### src/rtl/alu_seq.sv
`default_nettype none
// ============================================================================
// Module   : alu_seq
// Purpose  : Registered ALU with start/busy/done handshake and an iterative
//            signed shift-add multiplier (WIDTH+1 cycles).
// Revision : 1.0 - initial release
// ============================================================================
module alu_seq #(
    parameter int WIDTH = 16,
    parameter int CW    = $clog2(WIDTH + 1)
) (
    input  logic             clk,
    input  logic             reset,
    input  logic             start,
    input  logic [3:0]       op,
    input  logic [WIDTH-1:0] a,
    input  logic [WIDTH-1:0] b,
    output logic [WIDTH-1:0] result,
    output logic             done,
    output logic             busy,
    output logic             carry,
    output logic             zero,
    output logic             neg
);

    localparam logic [3:0] OP_AND = 4'd0,  OP_OR  = 4'd1,  OP_XOR = 4'd2,  OP_NOT = 4'd3;
    localparam logic [3:0] OP_MOV = 4'd4,  OP_ADD = 4'd5,  OP_ADC = 4'd6,  OP_SUB = 4'd7;
    localparam logic [3:0] OP_SBC = 4'd8,  OP_INC = 4'd9,  OP_DEC = 4'd10, OP_LSL = 4'd11;
    localparam logic [3:0] OP_LSR = 4'd12, OP_ASR = 4'd13, OP_MUL = 4'd14, OP_MRT = 4'd15;

    localparam logic [1:0] S_IDLE = 2'd0;
    localparam logic [1:0] S_MULI = 2'd1;
    localparam logic [1:0] S_MFIN = 2'd2;

    localparam logic [WIDTH-1:0] WIDTH_B = WIDTH'(WIDTH);

    logic [1:0]         state_q,  state_d;
    logic [WIDTH-1:0]   result_q, result_d;
    logic [WIDTH-1:0]   mul_hi_q, mul_hi_d;
    logic               done_q,   done_d;
    logic               busy_q,   busy_d;
    logic               carry_q,  carry_d;
    logic               zero_q,   zero_d;
    logic               neg_q,    neg_d;
    logic [2*WIDTH-1:0] acc_q,    acc_d;
    logic [2*WIDTH-1:0] mcand_q,  mcand_d;
    logic [WIDTH-1:0]   mplier_q, mplier_d;
    logic               sign_q,   sign_d;
    logic [CW-1:0]      cnt_q,    cnt_d;

    logic [WIDTH-1:0]   alu_res_w;
    logic [WIDTH:0]     sum_w;
    logic               wr_carry_w;
    logic               shamt_big_w;
    logic [WIDTH-1:0]   mag_a_w, mag_b_w;
    logic [2*WIDTH-1:0] prod_w;

    // Magnitudes as unsigned: the most-negative value negates to itself,
    // which read unsigned is exactly 2^(WIDTH-1).
    assign mag_a_w     = a[WIDTH-1] ? -a : a;
    assign mag_b_w     = b[WIDTH-1] ? -b : b;
    assign prod_w      = sign_q ? -acc_q : acc_q;
    assign shamt_big_w = (b >= WIDTH_B);

    always_comb begin
        sum_w      = '0;
        alu_res_w  = '0;
        wr_carry_w = 1'b0;
        case (op)
            OP_AND: alu_res_w = a & b;
            OP_OR:  alu_res_w = a | b;
            OP_XOR: alu_res_w = a ^ b;
            OP_NOT: alu_res_w = ~a;
            OP_MOV: alu_res_w = a;
            OP_ADD: begin
                sum_w      = {1'b0, a} + {1'b0, b};
                wr_carry_w = 1'b1;
            end
            OP_ADC: begin
                sum_w      = {1'b0, a} + {1'b0, b} + {{WIDTH{1'b0}}, carry_q};
                wr_carry_w = 1'b1;
            end
            OP_SUB: begin
                sum_w      = {1'b0, a} - {1'b0, b};
                wr_carry_w = 1'b1;
            end
            OP_SBC: begin
                sum_w      = {1'b0, a} - {1'b0, b} - {{WIDTH{1'b0}}, carry_q};
                wr_carry_w = 1'b1;
            end
            OP_INC: begin
                sum_w      = {1'b0, a} + {{WIDTH{1'b0}}, 1'b1};
                wr_carry_w = 1'b1;
            end
            OP_DEC: begin
                sum_w      = {1'b0, a} - {{WIDTH{1'b0}}, 1'b1};
                wr_carry_w = 1'b1;
            end
            OP_LSL: alu_res_w = shamt_big_w ? '0 : (a << b);
            OP_LSR: alu_res_w = shamt_big_w ? '0 : (a >> b);
            OP_ASR: alu_res_w = shamt_big_w ? {WIDTH{a[WIDTH-1]}} : WIDTH'($signed(a) >>> b);
            OP_MRT: alu_res_w = mul_hi_q;
            default: alu_res_w = '0;
        endcase
        if (wr_carry_w) begin
            alu_res_w = sum_w[WIDTH-1:0];
        end
    end

    always_comb begin
        state_d  = state_q;
        result_d = result_q;
        mul_hi_d = mul_hi_q;
        done_d   = 1'b0;
        busy_d   = busy_q;
        carry_d  = carry_q;
        zero_d   = zero_q;
        neg_d    = neg_q;
        acc_d    = acc_q;
        mcand_d  = mcand_q;
        mplier_d = mplier_q;
        sign_d   = sign_q;
        cnt_d    = cnt_q;
        case (state_q)
            S_IDLE: begin
                if (start) begin
                    if (op == OP_MUL) begin
                        mcand_d  = {{WIDTH{1'b0}}, mag_a_w};
                        mplier_d = mag_b_w;
                        acc_d    = '0;
                        sign_d   = a[WIDTH-1] ^ b[WIDTH-1];
                        cnt_d    = CW'(WIDTH);
                        busy_d   = 1'b1;
                        state_d  = S_MULI;
                    end else begin
                        result_d = alu_res_w;
                        zero_d   = (alu_res_w == '0);
                        neg_d    = alu_res_w[WIDTH-1];
                        done_d   = 1'b1;
                        if (wr_carry_w) begin
                            carry_d = sum_w[WIDTH];
                        end
                    end
                end
            end
            S_MULI: begin
                if (mplier_q[0]) begin
                    acc_d = acc_q + mcand_q;
                end
                mcand_d  = mcand_q << 1;
                mplier_d = mplier_q >> 1;
                cnt_d    = cnt_q - CW'(1);
                if (cnt_q == CW'(1)) begin
                    state_d = S_MFIN;
                end
            end
            S_MFIN: begin
                result_d = prod_w[WIDTH-1:0];
                mul_hi_d = prod_w[2*WIDTH-1:WIDTH];
                zero_d   = (prod_w[WIDTH-1:0] == '0);
                neg_d    = prod_w[WIDTH-1];
                done_d   = 1'b1;
                busy_d   = 1'b0;
                state_d  = S_IDLE;
            end
            default: state_d = S_IDLE;
        endcase
    end

    always_ff @(posedge clk) begin
        if (reset) begin
            state_q  <= S_IDLE;
            result_q <= '0;
            mul_hi_q <= '0;
            done_q   <= 1'b0;
            busy_q   <= 1'b0;
            carry_q  <= 1'b0;
            zero_q   <= 1'b0;
            neg_q    <= 1'b0;
            acc_q    <= '0;
            mcand_q  <= '0;
            mplier_q <= '0;
            sign_q   <= 1'b0;
            cnt_q    <= '0;
        end else begin
            state_q  <= state_d;
            result_q <= result_d;
            mul_hi_q <= mul_hi_d;
            done_q   <= done_d;
            busy_q   <= busy_d;
            carry_q  <= carry_d;
            zero_q   <= zero_d;
            neg_q    <= neg_d;
            acc_q    <= acc_d;
            mcand_q  <= mcand_d;
            mplier_q <= mplier_d;
            sign_q   <= sign_d;
            cnt_q    <= cnt_d;
        end
    end

    assign result = result_q;
    assign done   = done_q;
    assign busy   = busy_q;
    assign carry  = carry_q;
    assign zero   = zero_q;
    assign neg    = neg_q;

endmodule
`default_nettype wire
### config.mk
export PLATFORM = sky130hd
export DESIGN_NAME = alu_seq
export DESIGN_NICKNAME = d
export VERILOG_FILES = /design/src/rtl/alu_seq.sv
export SDC_FILE = /design/constraint.sdc
export NUM_CORES = 1
export LEC_CHECK = 0
export ABC_AREA = 1
export BUFFER_PORTS_ARGS = -buffer_cell sky130_fd_sc_hd__buf_2
export CAP_MARGIN = 10
export CORE_MARGIN = 4
export CORE_UTILIZATION = 55
export DETAILED_ROUTE_END_ITERATION = 7
export GPL_TIMING_DRIVEN = 0
export PLACE_DENSITY = 0.72
export SLEW_MARGIN = 40
export SYNTH_ARGS = -nofsm -noshare
export SYNTH_HDL_FRONTEND = slang
export SYNTH_SLANG_ARGS = --single-unit
### constraint.sdc
create_clock -name clk -period 4.21 [get_ports clk]
set_input_delay 0.2105 -clock clk [delete_from_list [all_inputs] [get_ports clk]]
set_output_delay 0.2105 -clock clk [all_outputs]
set_load 0.05 [all_outputs]
# Word-level counts from Yosys, hierarchy flattened

Index checks and enable logic that the tools add are counted.

Flip-flop bits (word level): 125
Output and inout port bits: 21

Add/sub/neg operators: 11
Magnitude comparators: 1
Eq/ne operators: 23
Shift-type cells: 3
Multiplexer cells: 42
Bitwise operators: 6
Reduce and logical (&&, ||, !) cells: 14

Operators with widths:

| cell                                                               | count |
|---|---|
| 2-to-1 mux 32 bit                                                  | 6 |
| 2-to-1 mux 16 bit                                                  | 10 |
| case mux 16 bit (9 select lines)                                   | 1 |
| case mux 32 bit (2 select lines)                                   | 2 |
| case mux 17 bit (6 select lines)                                   | 1 |
| case mux 16 bit (2 select lines)                                   | 2 |
| adder 32 bit                                                       | 1 |
| equality test 4 bit, second input constant                         | 8 |
| logical NOT 16 bit                                                 | 2 |
| negation 16 bit                                                    | 2 |
| negation 32 bit                                                    | 1 |
| adder 16 x 1 -> 17 bit, second input constant                      | 1 |
| adder 16 x 16 -> 17 bit                                            | 1 |
| adder 17 x 1 -> 17 bit                                             | 1 |
| subtractor 16 x 1 -> 17 bit, second input constant                 | 1 |
| subtractor 16 x 16 -> 17 bit                                       | 1 |
| subtractor 17 x 1 -> 17 bit                                        | 1 |
| AND 16 bit                                                         | 1 |
| equality test 4 x 3 -> 1 bit, second input constant                | 4 |
| greater-or-equal comparator 16 x 5 -> 1 bit, second input constant | 1 |
| inverter 16 bit                                                    | 1 |
| OR 16 bit                                                          | 1 |
| << shifter 16 x 16 -> 16 bit                                       | 1 |
| right shift 16 x 16 -> 16 bit                                      | 1 |
| other kinds (23)                                                   | 48 |

# Depth between registers and ports, before layout

Gate-level depths: netlist of run 1.

Depth after elaboration: 8
Depth in mapped cells: 26
Depth with buffers taken out: 24

# Worst setup path before layout of run 1

No wires, ideal clock.

Kind: in2reg
Start: in op[0]
End: reg zero_q (netlist: zero)
Data arrival time: 3.044 ns
Setup slack: 1.096 ns
Stages on the path: 20
Path buffers: 0
Path through: inv_1 > nand2_1 > nor2_1 > ha_1 > nand3_1 > nand3_1 > inv_1 > nor2_1 > nor2_1 > o21ai_0 > or2_2 > a21oi_1 > nand2_1 > nor2_1 > nand3_1 > nor2_1 > nand2_1 > nor2_1 > nand4_1 > a21oi_1

Longest elaborated chain between the ends: 8

RTL lines:

| item                                                                       | RTL line | text |
|---|---|---|
| start: declaration                                                         | 15       | `input logic [3:0] op,` |
| equality test 4 bit / equality test 4 x 3 -> 1 bit (equally long branches) | 69       | `case (op)` |
| OR reduction 6 bit (no line)                                               | --       |  |
| 2-to-1 mux 1 bit                                                           | 69       |  |
| 2-to-1 mux 16 bit                                                          | 105      | `if (wr_carry_w) begin` |
| logical NOT 16 bit                                                         | 137      | `zero_d = (alu_res_w == '0);` |
| 2-to-1 mux 1 bit                                                           | 127      | `if (op == OP_MUL) begin` |
| 2-to-1 mux 1 bit                                                           | 126      | `if (start) begin` |
| case mux 1 bit (2 select lines)                                            | 124      | `case (state_q)` |
| end signal: assignment                                                     | 192      | `zero_q <= zero_d;` |
| end: declaration                                                           | 43       | `logic zero_q, zero_d;` |

Several ways; a longest one is shown, not always the timed one. The select of a mux whose other input is x is not followed.
A chain may end at the register's enable or synchronous reset.

# Worst setup path in the final report of run 1

Start: in b[1]
End: reg zero_q (netlist: zero)

Longest elaborated chain between the ends: 8

RTL lines:

| item                                                                                        | RTL line | text |
|---|---|---|
| start: declaration                                                                          | 17       | `input logic [WIDTH-1:0] b,` |
| subtractor 16 x 16 -> 17 bit, or another cell as far along                                  | 84, 88   |  |
| subtractor 17 x 1 -> 17 bit, or another cell as far along                                   | 88       | `sum_w = {1'b0, a} - {1'b0, b} - {{WIDTH{1'b0}}, carry_q};` |
| case mux 17 bit (6 select lines) / case mux 16 bit (9 select lines) (equally long branches) | 69       |  |
| 2-to-1 mux 16 bit *                                                                         | 105      |  |
| logical NOT 16 bit *                                                                        | 137      |  |
| 2-to-1 mux 1 bit *                                                                          | 127      |  |
| 2-to-1 mux 1 bit *                                                                          | 126      |  |
| case mux 1 bit (2 select lines) *                                                           | 124      |  |

Every way passes the cells marked *; elsewhere a longest branch is shown, timed or not. The select of a mux whose other input is x is not followed.

==> results.cfg, run 1 <==
[synth]
ys_top_cells_by_area = nand2_1 (18%), dfxtp_1 (17%), ha_1 (9.2%)
yosysTopAreaCell = nand2_1
synth_cell_types = 55
synth.most_common_cell = nand2_1
synth.cell_area_mm2 = 0.0146
ys.flop_type = dfxtp_1
netlist_top_cells_count = nand2_1 (710), inv_1 (253), nor2_1 (233), nand3_1 (229), a21oi_1 (220)
yosysSeqAreaShare_pct = 17.0
synthCells = 2534
syn_area_per_cell_um2 = 5.76
syn_nets = 2684
ys_seq_elements = 124
synthArstFlopShare_pct = 0
synth_top_area_share_pct = 18.2
synth-edff-count = 0
ys_warn_count = 0

[outcome]
outcome = finished, final reports clean

[detailed_routing]
drtIter0Drc = 2628
wl_per_cell_um = 21.9
viasPerCell = 6.36
via_count = 18800
dr.pass1.iters = 6
drc = 0
wl_mm = 64.9
ant_nets = 0

[timing]
finalSetupTns_ps = 0
fmax_ghz = 0.252
hold_viol = 0
slew_violations = 0
setup_ws_ps = 237
min_period_over_period_pct = 94.4
maxSlewHeadroom_pct = 43.4
min_period_ps = 3970
hold_slack_ps = 156
setup_violations = 0
rsz0062_at_grt = false
fin_skew_ps = 11.2
worst_pin_slew_ps = 849

[clocking]
clk_latency_ps = 430
numCtsBuffers = 17
clkSlewWorstSetupHoldPaths_ps = 60
post-cts-setup-buffer-count = 0
cts_tree = built
cts-root-buf = clkbuf_16
cts_buffer_depth = 2
htreeDepth = 4
cts_hold_buf = 0
clock-sinks = 124

[worst_setup_path]
path_cells = buf_2, buf_2, clkinv_1, clkbuf_2, ha_1, nor2_4, nand2_1, nand2_2, nand2_1, nand2_2, nand2_1, nor3_2, nand2_1, inv_2, nand2_1, nand3_1, nand2_1, nor2_1, nand3_1, nor2_1, nand2_1, nor2_1, nand4_1, a21oi_1
end_kind = flip-flop
arrival_ps = 4330
cpPeakStageDelay_ps = 470
critPathMostFrequentCell = nand2_1
critPathLaunchType = input port
cp_data_required_time_ps = 4570
crit_type = in -> reg
cp_max_fo = 12
slowest_stage = nor2_1
r2r_cells = 17

[layout]
drive_above_1_share_pct = 7.33
area_growth_pct = 9.40
post-route-util_pct = 61.3
final_nets = 2759

[floorplan]
core_area_mm2 = 0.0261
dieArea_mm2 = 0.0292
die_h_um = 171
start_util_pct = 56.0
die_w_um = 171
ioPinCount = 60
rows = 59

[placement]
place_congestion = 1.05
numPortBuffers = 59
place_ws_ps = -680
dp_hpwl_mm = 51.5

[power_and_ir_drop]
p_seq_share_pct = 29.4
intPower_mw = 2.55
combPwrFrac_pct = 31.7
switching_share_pct = 38.6
p_clk_share_pct = 38.9
p_leak_nw = 7.52
powerDensity_mw_per_mm2 = 260
power.switching_mw = 1.60
ir_worst_vdd_mv = 0.287

[worst_hold_path]
holdPathStages = 3
hold_class = in -> reg

[job]
cap_violations = 0

[grt]
gr-total-overflow = 0
grt_max_degree = 19
antenna_found_initial = 2
first_global_vias = 17300
grt_pass1_wl_mm = 98.4
grt_usage_pct = 43.3
## cell type report
cell class,count,area (µm²)
Clock buffer,18,439
Fill cell,2554,10100
Clock inverter,13,191
Sequential cell,124,2480
Multi-Input combinational cell,2039,10700
Antenna cell,2,5.00
Buffer,93,419
Inverter,275,1030
Timing Repair Buffer,59,295
Tap cell,335,419
## per-stage QoR
step / std cells / power [mW] / area [µm²]
final: 2958 / 4.15 / 16000
after detailed placement: 2928 / 2.50 / 15300
after global routing: 2956 / 4.26 / 16000
after CTS: 2959 / 4.06 / 16000
after global placement: 2928 / 2.48 / 15300
after floorplan: 2534 / 2.07 / 14600
## power groups by stage
stage                     sequential [mW]  clock, mW  combinational, mW
after detailed placement             1.24          0               1.25
after CTS                            1.22       1.58               1.26
final                                1.22       1.61               1.32
after global placement               1.24          0               1.24
after floorplan                      1.29          0              0.780
after global routing                 1.22       1.63               1.41
## cell families after synthesis
family,count (synthesis),share of synthesized area [%]
DFF,124,17.0
buffers and inverters,371,10.0
and+or+nand+nor,1334,39.0
adders and majority gates,111,9.72
AOI/OAI and AO/OA,546,21.3
xor gates and xnor gates,48,2.93
## worst max-delay path, delay by kind of cell
family	cells	cell delay, ps
simple gates	17	2390
fa+ha+maj	1	460
buf+inv	5	1090
compound gates	1	160
## per-layer routing
layer | track usage, % | wire (µm)
met1 | 51.3 | 23600
met5 | 0 | 26
met3 | 9.54 | 7230
met2 | 70.6 | 28800
met4 | 28.0 | 5230
## registers in the layout, indices dropped and copies added (netlist names)
| signal | flops |
|---|---|
| carry | 1 |
| cnt_q | 5 |
| acc_q | 32 |
| result | 16 |
| mul_hi_q | 16 |
| mplier_q | 16 |
| zero | 1 |
| sign_q | 1 |
| state_q | 2 |
| busy | 1 |
| mcand_q | 32 |
| done | 1 |
## final timing paths
path                                  from           end  slack, ps
worst max-delay path                  b[1]          zero        240
worst min-delay path                 b[11]  mplier_q[11]        160
worst max register to register       carry          zero        850
worst min register to register  result[12]    result[12]        470
## cell usage in the layout (no fill, tap or decap), types with 10 or more instances in the layout
cell / n
a211oi_1: 10
a21oi_1: 219
a31oi_1: 25
buf_2: 75
clkbuf_1: 62
clkbuf_16: 17
dfxtp_1: 124
ha_1: 107
inv_1: 253
inv_2: 14
nand2_1: 710
nand2_2: 12
nand3_1: 229
nand4_1: 55
nor2_1: 230
nor2_2: 21
nor3_1: 40
o211ai_1: 21
o21ai_0: 160
o21ai_1: 12
o221ai_1: 15
o22ai_1: 30
or2_2: 10
xnor2_1: 18
xor2_1: 29
## repair_timing
item                                    in CTS  in global routing
endpoints found under the setup margin       1                  6
cloned                                       0                  0
resized for setup                            3                  4
Note: power is estimated with default switching activity, not from simulation.
==> inputs of run 2 (changes only) <==
--- a/config.mk
+++ b/config.mk
@@ -9,10 +9,9 @@
 export BUFFER_PORTS_ARGS = -buffer_cell sky130_fd_sc_hd__buf_2
 export CAP_MARGIN = 10
 export CORE_MARGIN = 4
-export CORE_UTILIZATION = 55
+export CORE_UTILIZATION = 45
 export DETAILED_ROUTE_END_ITERATION = 7
 export GPL_TIMING_DRIVEN = 0
-export PLACE_DENSITY = 0.72
 export SLEW_MARGIN = 40
 export SYNTH_ARGS = -nofsm -noshare
 export SYNTH_HDL_FRONTEND = slang
==> constraint.sdc (replaced) <==
create_clock -name clk -period 4.9 [get_ports clk]
set_input_delay 0.245 -clock clk [delete_from_list [all_inputs] [get_ports clk]]
set_output_delay 0.245 -clock clk [all_outputs]
set_load 0.05 [all_outputs]
==> results.cfg, run 2 (synthesized netlist as in run 1, its figures left out) <==
[clocking]
cts_tree = built
cts_buffer_depth = 2
numCtsBuffers = 17
clk_latency_ps = 440
clock-sinks = 124
cts_hold_buf = 0
clkSlewWorstSetupHoldPaths_ps = 60
post-cts-setup-buffer-count = 0
htreeDepth = 4
cts-root-buf = clkbuf_16

[placement]
dp_hpwl_mm = 54.1
place_congestion = 1.05
numPortBuffers = 59
dpl_cell_area_mm2 = 0.0155

[layout]
final_cell_mix = nand2_1 (710), inv_1 (253), nor2_1 (232)
final_common_cell = nand2_1
final_nets = 2762
design_area_mm2 = 0.0161
drive_above_1_share_pct = 7.13
area_growth_pct = 10.1
nFillCells = 3499
reg.largest.list = acc_q (32), mcand_q (32)
post-route-util_pct = 50.6

[grt]
grt_pass1_wl_mm = 99.4
gr-total-overflow = 0
grt_usage_pct = 36.0
antenna_found_initial = 1
first_global_vias = 16900
grt_max_degree = 19

[detailed_routing]
dr.pass1.iters = 6
highest_layer = met4
wl_per_cell_um = 21.7
via_count = 18100
drtIter0Drc = 1677
ant_nets = 0
dr_wl_met3_mm = 5.31
drc = 0
viasPerCell = 5.92
met1_length_mm = 26.3
wl_mm = 66.3
dr_wl_met2_mm = 30.3

[timing]
fmax_ghz = 0.229
rsz0062_at_grt = false
maxSlewHeadroom_pct = 40.1
worst_pin_slew_ps = 876
hold_viol = 0
setup_violations = 0
fin_skew_ps = 14.8
slew_violations = 0
min_period_ps = 4370
min_period_over_period_pct = 89.1

[worst_setup_path]
worst-r2r-setup-slack_ps = 1680
arrival_ps = 4730
path_cells = buf_2, clkbuf_1, inv_1, clkbuf_1, clkbuf_2, ha_1, buf_4, nor2_2, nand3_1, nand3_1, nand2_1, nand2_1, inv_1, nand2_1, nand2_1, nand3_1, nand4_1, a21oi_1, nand3_1, nor2_1, nand2_1, nor2_1, nand4_1, a21oi_1
crit_type = in -> reg
critPathLaunchType = input port
cp_data_required_time_ps = 5260
cp_max_fo = 11
slowest_stage = clkbuf_1
end_kind = flip-flop
critPathMostFrequentCell = nand2_1
cpPeakStageDelay_ps = 520

[floorplan]
die_w_um = 188
dieArea_mm2 = 0.0354
start_util_pct = 45.9
core_area_mm2 = 0.0318
rows = 65
ioPinCount = 60
die_h_um = 188

[outcome]
outcome = finished, final reports clean

[power_and_ir_drop]
p_leak_nw = 7.52
powerDensity_mw_per_mm2 = 217
ir_worst_vdd_mv = 0.265

[job]
cap_violations = 0

[worst_hold_path]
hold_class = in -> reg
run 2: layout make-up:
cell class | instances | area, µm² | area share, %
clock inverters | 13 | 166 | 1.04
diodes | 1 | 2.50 | 0.0156
plain buffers | 96 | 428 | 2.66
repair buffers | 59 | 295 | 1.84
clock buffers | 18 | 439 | 2.73
flip-flops and latches | 124 | 2480 | 15.4
multi-input cells | 2039 | 10700 | 66.5
inverters | 275 | 1030 | 6.44
well taps | 435 | 544 | 3.39
run 2: repair_timing:
item,4_1_cts,5_1_grt
endpoints found under the setup margin,0,1
resized for setup,0,1
hold endpoints to repair,0,0
run 2: stage by stage:
stage | power, mW | setup TNS [ps] | hold WS, ps | setup slack (ps) | instances
after global routing | 3.64 | 0 | 204 | 226 | 3059
after global placement | 2.16 | -56.4 | 454 | -56.4 | 3028
after floorplan | 1.78 | 0 | 445 | 1750 | 2534
after detailed placement | 2.17 | -43.8 | 460 | -43.8 | 3028
after CTS | 3.47 | 0 | 189 | 400 | 3059
final | 3.50 | 0 | 197 | 532 | 3060
run 2: worst max-delay path, delay by kind of cell:
kind,cells,cell delay [ps]
compound gates,2,610
fa+ha+maj,1,340
buf+inv,7,1680
simple gates,14,1830
run 2: final timing paths:
kind	startpoint	endpoint	depth (start not counted)
hold reg to reg	result[8]	result[8]	2
setup / recovery	b[3]	zero	24
hold / removal	b[11]	mplier_q[11]	3
setup reg to reg	carry	zero	17
run 2: metal layers:
layer,vias up,track usage (%)
met3,221,6.78
li1,8697,-
met2,834,59.7
met5,-,0
met1,8360,43.3
met4,0,21.1
run 2: report_power, final:
group          internal [mW]  switching, mW
combinational          0.291          0.845
sequential              1.03         0.0164
clock                  0.814          0.499
total                   2.14           1.36
